## src/rtl/multi_phase_controller.sv

```systemverilog
// multi_phase_controller: fixed-time multi-phase signal sequencer with skip, hold and clearance
module multi_phase_controller #(
  parameter int NUM_PHASES = 4,
  parameter int TW = 7,
  parameter int PW = $clog2(NUM_PHASES)
) (
  input  logic                  clk,
  input  logic                  reset,
  input  logic                  enable,
  input  logic                  hold,
  input  logic [TW-1:0]         green_time,
  input  logic [TW-1:0]         yellow_time,
  input  logic [TW-1:0]         allred_time,
  input  logic [NUM_PHASES-1:0] skip_mask,
  output logic [PW-1:0]         active_phase,
  output logic [1:0]            sub_state,
  output logic [TW-1:0]         time_left,
  output logic [NUM_PHASES-1:0] lamp_green,
  output logic [NUM_PHASES-1:0] lamp_yellow,
  output logic                  phase_start
);
  typedef enum logic [1:0] {IDLE, GREEN, YELLOW, ALLRED} state_t;
  state_t state;
  logic [PW-1:0] nxt;
  logic [PW-1:0] idx;
  logic [NUM_PHASES-1:0] one_cur;
  logic [NUM_PHASES-1:0] one_nxt;
  assign sub_state = state;
  assign one_cur = NUM_PHASES'(1) << active_phase;
  assign one_nxt = NUM_PHASES'(1) << nxt;
  function automatic logic [TW-1:0] ld(input logic [TW-1:0] d);
    return (d == '0) ? '0 : d - 1'b1;
  endfunction
  // nearest unmasked phase after the current one (current itself last); plain +1 when all masked
  always_comb begin
    nxt = PW'((int'(active_phase) + 1) % NUM_PHASES);
    idx = '0;
    for (int k = NUM_PHASES; k >= 1; k--) begin
      idx = PW'((int'(active_phase) + k) % NUM_PHASES);
      if (!skip_mask[idx]) nxt = idx;
    end
  end
  // sequencer: enable/reset park in IDLE, hold freezes, otherwise count down and advance
  always_ff @(posedge clk) begin
    if (reset || !enable) begin
      state        <= IDLE;
      active_phase <= '0;
      time_left    <= '0;
      lamp_green   <= '0;
      lamp_yellow  <= '0;
      phase_start  <= 1'b0;
    end else if (state == IDLE) begin
      state        <= GREEN;
      active_phase <= '0;
      time_left    <= ld(green_time);
      lamp_green   <= NUM_PHASES'(1);
      lamp_yellow  <= '0;
      phase_start  <= 1'b1;
    end else if (hold) begin
      phase_start  <= 1'b0;
    end else if (time_left != '0) begin
      time_left    <= time_left - 1'b1;
      phase_start  <= 1'b0;
    end else if (state == GREEN) begin
      state        <= YELLOW;
      time_left    <= ld(yellow_time);
      lamp_green   <= '0;
      lamp_yellow  <= one_cur;
      phase_start  <= 1'b0;
    end else if (state == YELLOW && allred_time != '0) begin
      state        <= ALLRED;
      time_left    <= allred_time - 1'b1;
      lamp_yellow  <= '0;
      phase_start  <= 1'b0;
    end else begin
      state        <= GREEN;
      active_phase <= nxt;
      time_left    <= ld(green_time);
      lamp_green   <= one_nxt;
      lamp_yellow  <= '0;
      phase_start  <= 1'b1;
    end
  end
endmodule

```

## config.mk

```make
export PLATFORM = sky130hd
export DESIGN_NAME = multi_phase_controller
export DESIGN_NICKNAME = d
export VERILOG_FILES = /design/src/rtl/multi_phase_controller.sv
export SDC_FILE = /design/constraint.sdc
export NUM_CORES = 1
export LEC_CHECK = 0
export BUFFER_PORTS_ARGS = -buffer_cell sky130_fd_sc_hd__buf_2
export CAP_MARGIN = 20
export CORE_ASPECT_RATIO = 0.6
export CORE_MARGIN = 4
export CORE_UTILIZATION = 40
export CTS_CLUSTER_DIAMETER = 50
export CTS_CLUSTER_SIZE = 14
export DETAILED_ROUTE_END_ITERATION = 12
export PLACE_DENSITY = 0.6
export REMOVE_ABC_BUFFERS = 1
export SETUP_SLACK_MARGIN = 0.3
export SYNTH_ARGS = -nofsm -noshare
export SYNTH_HDL_FRONTEND = slang
export SYNTH_SLANG_ARGS = --single-unit
```

## constraint.sdc

```tcl
create_clock -name clk -period 3 [get_ports clk]
set_input_delay 0.6 -clock clk [delete_from_list [all_inputs] [get_ports clk]]
set_output_delay 0.6 -clock clk [all_outputs]
set_load 0.02 [all_outputs]
```

==> impl_metrics.py <==
metrics = {
    "status": {
        "status": "finished clean",
    },
    "sta": {
        "fin_setup_tns_ps": 0,
        "rsz0062_at_grt": "no",
        "slew_viol_final": 0,
        "hold_violations": 0,
        "fin_crit_sh_pct": 73.84,
        "tightest_slew_ps": 628.2,
        "finalClockSkew_ps": 6.083,
        "fin_ws_ps": 784.9,
        "setup_violations": 0,
        "relSlewSlack_pct": 57.73,
        "max_freq_mhz": 451.4,
        "period_minus_slack_ps": 2215,
    },
    "drt": {
        "totalWireLength_um": 5139,
        "met1Wirelength_um": 2909,
        "met3WireLength_um": 512,
        "met2_length_um": 1707,
        "drt_iter0_drc": 183,
        "drt-pass1-iter-count": 4,
        "ant_nets": 0,
        "top_layer": "met4",
        "vias": 1854,
        "viasPerCell": 5.534,
        "drc": 0,
        "post_drt_wl_per_cell_um": 15.34,
    },
    "hold_path": {
        "worstHoldPathCells": 2,
        "holdCritStartpoint": "lamp_yellow[0]$_SDFFE_PP0P_",
        "hold_path_class": "flop to flop",
        "hold_path_end": "lamp_yellow[0]$_SDFFE_PP0P_",
    },
    "power_and_ir_drop": {
        "internal_power_uw": 548.3,
        "p_clk_share_pct": 34.5,
        "power_frac_comb_pct": 29.2,
        "power_leakage_nw": 0.8940,
        "power_density_nw_per_um2": 363.3,
        "vdd_drop_max_v": 0.0001878,
        "sequentialPowerShare_pct": 36.3,
        "sw_frac_of_total_pct": 30.85,
        "switching_power_uw": 244.6,
    },
    "floorplan": {
        "die_x_um": 94.07,
        "fp.dieArea_um2": 5610,
        "initial_utilization_pct": 42.44,
        "num_io_pins": 49,
        "rows": 18,
        "die_height_um": 59.64,
        "core-area_um2": 4189,
    },
    "synth": {
        "syn_inst": 225,
        "netlist.area_leader.share_pct": 22.52,
        "synth_commonest_cells": "dfxtp_1, inv_1, nand2_1, nor2_1, a21oi_1",
        "netlist_area_um2": 1778,
        "yosysMostFrequentCell": "dfxtp_1",
        "synthTopCellsByArea": "dfxtp_1, ha_1, xnor2_1",
        "synth_top_area_cell": "dfxtp_1",
        "async_reset_ff_share_pct": 0,
        "synth-main-ff-cell": "dfxtp_1",
        "synth_seq_cells": 20,
        "yosysUniqueCellTypes": 49,
        "ys_warn_count": 0,
        "avgSynthCellArea_um2": 7.902,
        "synth-seq-area-share_pct": 22.52,
        "synth_edf_count": 0,
    },
    "critical_path": {
        "rrSetupSlack_ps": 800,
        "crit_path_start": "green_time[2]",
        "slowest_stage": "nor4_1",
        "cp-start-kind": "input port",
        "path_cells": "buf_2 > nor4_1 > a21oi_1 > mux2_2 > a2111oi_0 > o22ai_1",
        "r2r-start": "time_left[4]$_SDFFE_PP0P_",
        "reg2regPathDepth": 5,
        "worstSetupEndpointType": "flop",
        "worstSetupPathType": "input port to flop",
        "crit_arrival_ps": 2350,
        "rr_endpoint": "active_phase[0]$_SDFFE_PP0P_",
        "cp_slowest_stage_delay_ps": 580,
        "required_ps": 3140,
        "cp_max_fo": 4,
    },
    "final_layout": {
        "postLayoutCoreUtil_pct": 52.09,
        "fin_nets": 317,
        "multi_input_area_um2": 1264,
        "area_growth_pct": 22.73,
        "diodes": 0,
        "regArea_um2": 400.4,
        "fillCellCount": 444,
        "drive_above_1_share_pct": 25.45,
        "fin_area_um2": 2182,
    },
    "clocking": {
        "root_buffer": "clkbuf_8",
        "clock_latency_ps": 260,
        "cts_setup_buffers": 0,
        "numCtsBuffers": 3,
        "cts_tree": "done",
        "cts_sinks": 20,
        "hold_buffers": 0,
        "clk_path_buf_depth": 2,
        "cts.repair.resized": 0,
        "htreeDepth": 1,
        "clk_pin_slew_ps": 80,
    },
    "global_routing": {
        "track_usage_pct": 19.30,
        "grt_max_degree": 16,
        "grt_pass1_vias": 1646,
        "antenna_found_initial": 0,
        "grt_pass1_wl_um": 8445,
        "grt_overflow_total": 0,
    },
    "placed_design": {
        "place_ws_ps": 555.3,
        "placed_cell_area_um2": 2111,
        "dpl.hpwl_um": 4075,
        "portBuffers": 48,
        "gp_congestion": 0.8711,
    },
    "run": {
        "maxCapViolations": 0,
    },
}
area by class of cell:
cell class,instances,area share (%)
Multi-Input combinational cell,176,57.91
Sequential cell,20,18.35
Timing Repair Buffer,56,13.76
Tap cell,60,3.440
Inverter,19,3.268
Clock buffer,3,1.892
Clock inverter,1,1.376
per-stage QoR:
stage	total power, mW	hold slack [ps]	instances
3_3_place_gp	0.5198	436.7	331
2_1_floorplan	0.4258	530.2	215
3_5_place_dp	0.5198	441.9	331
4_1_cts	0.7932	452.8	335
6_report	0.7928	448.8	335
5_1_grt	0.8342	478.9	335
worst max-delay path, delay by kind of cell:
| kind | cells | cell delay (ps) |
|---|---|---|
| simple gates | 1 | 580 |
| buf+inv | 1 | 120 |
| compound gates | 3 | 740 |
| mux | 1 | 310 |
power groups by stage:
| stage | Clock, mW | Combinational [mW] | Sequential, mW |
|---|---|---|---|
| floorplan | 0 | 0.124 | 0.301 |
| global placement | 0 | 0.226 | 0.293 |
| detailed placement | 0 | 0.227 | 0.293 |
| CTS | 0.279 | 0.227 | 0.287 |
| global route | 0.289 | 0.255 | 0.290 |
| finish | 0.274 | 0.231 | 0.288 |
metal layers:
layer | track usage, % | vias up
met3 | 4.695 | 2
met1 | 34.44 | 807
met2 | 21.80 | 103
met5 | 0 | -
li1 | - | 942
met4 | 1.646 | 0
registers in the layout, indices dropped and copies added, names as in the netlist:
name          count
lamp_green        4
active_phase      2
time_left         7
sub_state         2
lamp_yellow       4
phase_start       1
cells in the final DEF (no fill, tap or decap), drive strengths merged, types with 3 or more instances in the layout:
| cell type | Yosys | routed |
|---|---|---|
| a211oi | 8 | 8 |
| a21oi | 13 | 13 |
| a31oi | 3 | 3 |
| buf | 4 | 56 |
| clkbuf | 6 | 3 |
| dfxtp | 20 | 20 |
| ha | 12 | 12 |
| inv | 18 | 18 |
| mux2 | 4 | 4 |
| mux4 | 3 | 3 |
| nand2 | 16 | 16 |
| nand2b | 3 | 3 |
| nand3 | 7 | 7 |
| nand4b | 3 | 3 |
| nor2 | 16 | 16 |
| nor2b | 4 | 4 |
| nor3 | 9 | 9 |
| nor3b | 4 | 4 |
| nor4 | 3 | 3 |
| o21ai | 11 | 11 |
| o22ai | 8 | 8 |
| or4 | 3 | 3 |
| xnor2 | 11 | 11 |
| xor2 | 4 | 4 |
how the worst max path moves through the flow:
| stage | depth (start not counted) | slack [ps] | end |
|---|---|---|---|
| final | 6 | 780 | time_left[0]$_SDFFE_PP0P_ |
| after detailed placement | 6 | 560 | time_left[0]$_SDFFE_PP0P_ |
| after global placement | 6 | 640 | time_left[0]$_SDFFE_PP0P_ |
| after CTS | 5 | 800 | active_phase[0]$_SDFFE_PP0P_ |
| after global routing | 6 | 500 | time_left[0]$_SDFFE_PP0P_ |
| after floorplan | 7 | 480 | active_phase[0]$_SDFFE_PP0P_ |
kinds of logic (layout without fill, tap and decap cells):
| kind of cell | after synthesis | in the layout | share of synthesized area [%] |
|---|---|---|---|
| xor+xnor | 15 | 15 | 7.389 |
| fa+ha+maj | 12 | 12 | 8.445 |
| buf+inv | 29 | 79 | 6.403 |
| compound gates | 66 | 66 | 24.91 |
| simple gates | 75 | 75 | 23.43 |
| mux | 8 | 8 | 6.896 |
| flops | 20 | 20 | 22.52 |
Note: power is estimated with default switching activity, not from simulation.
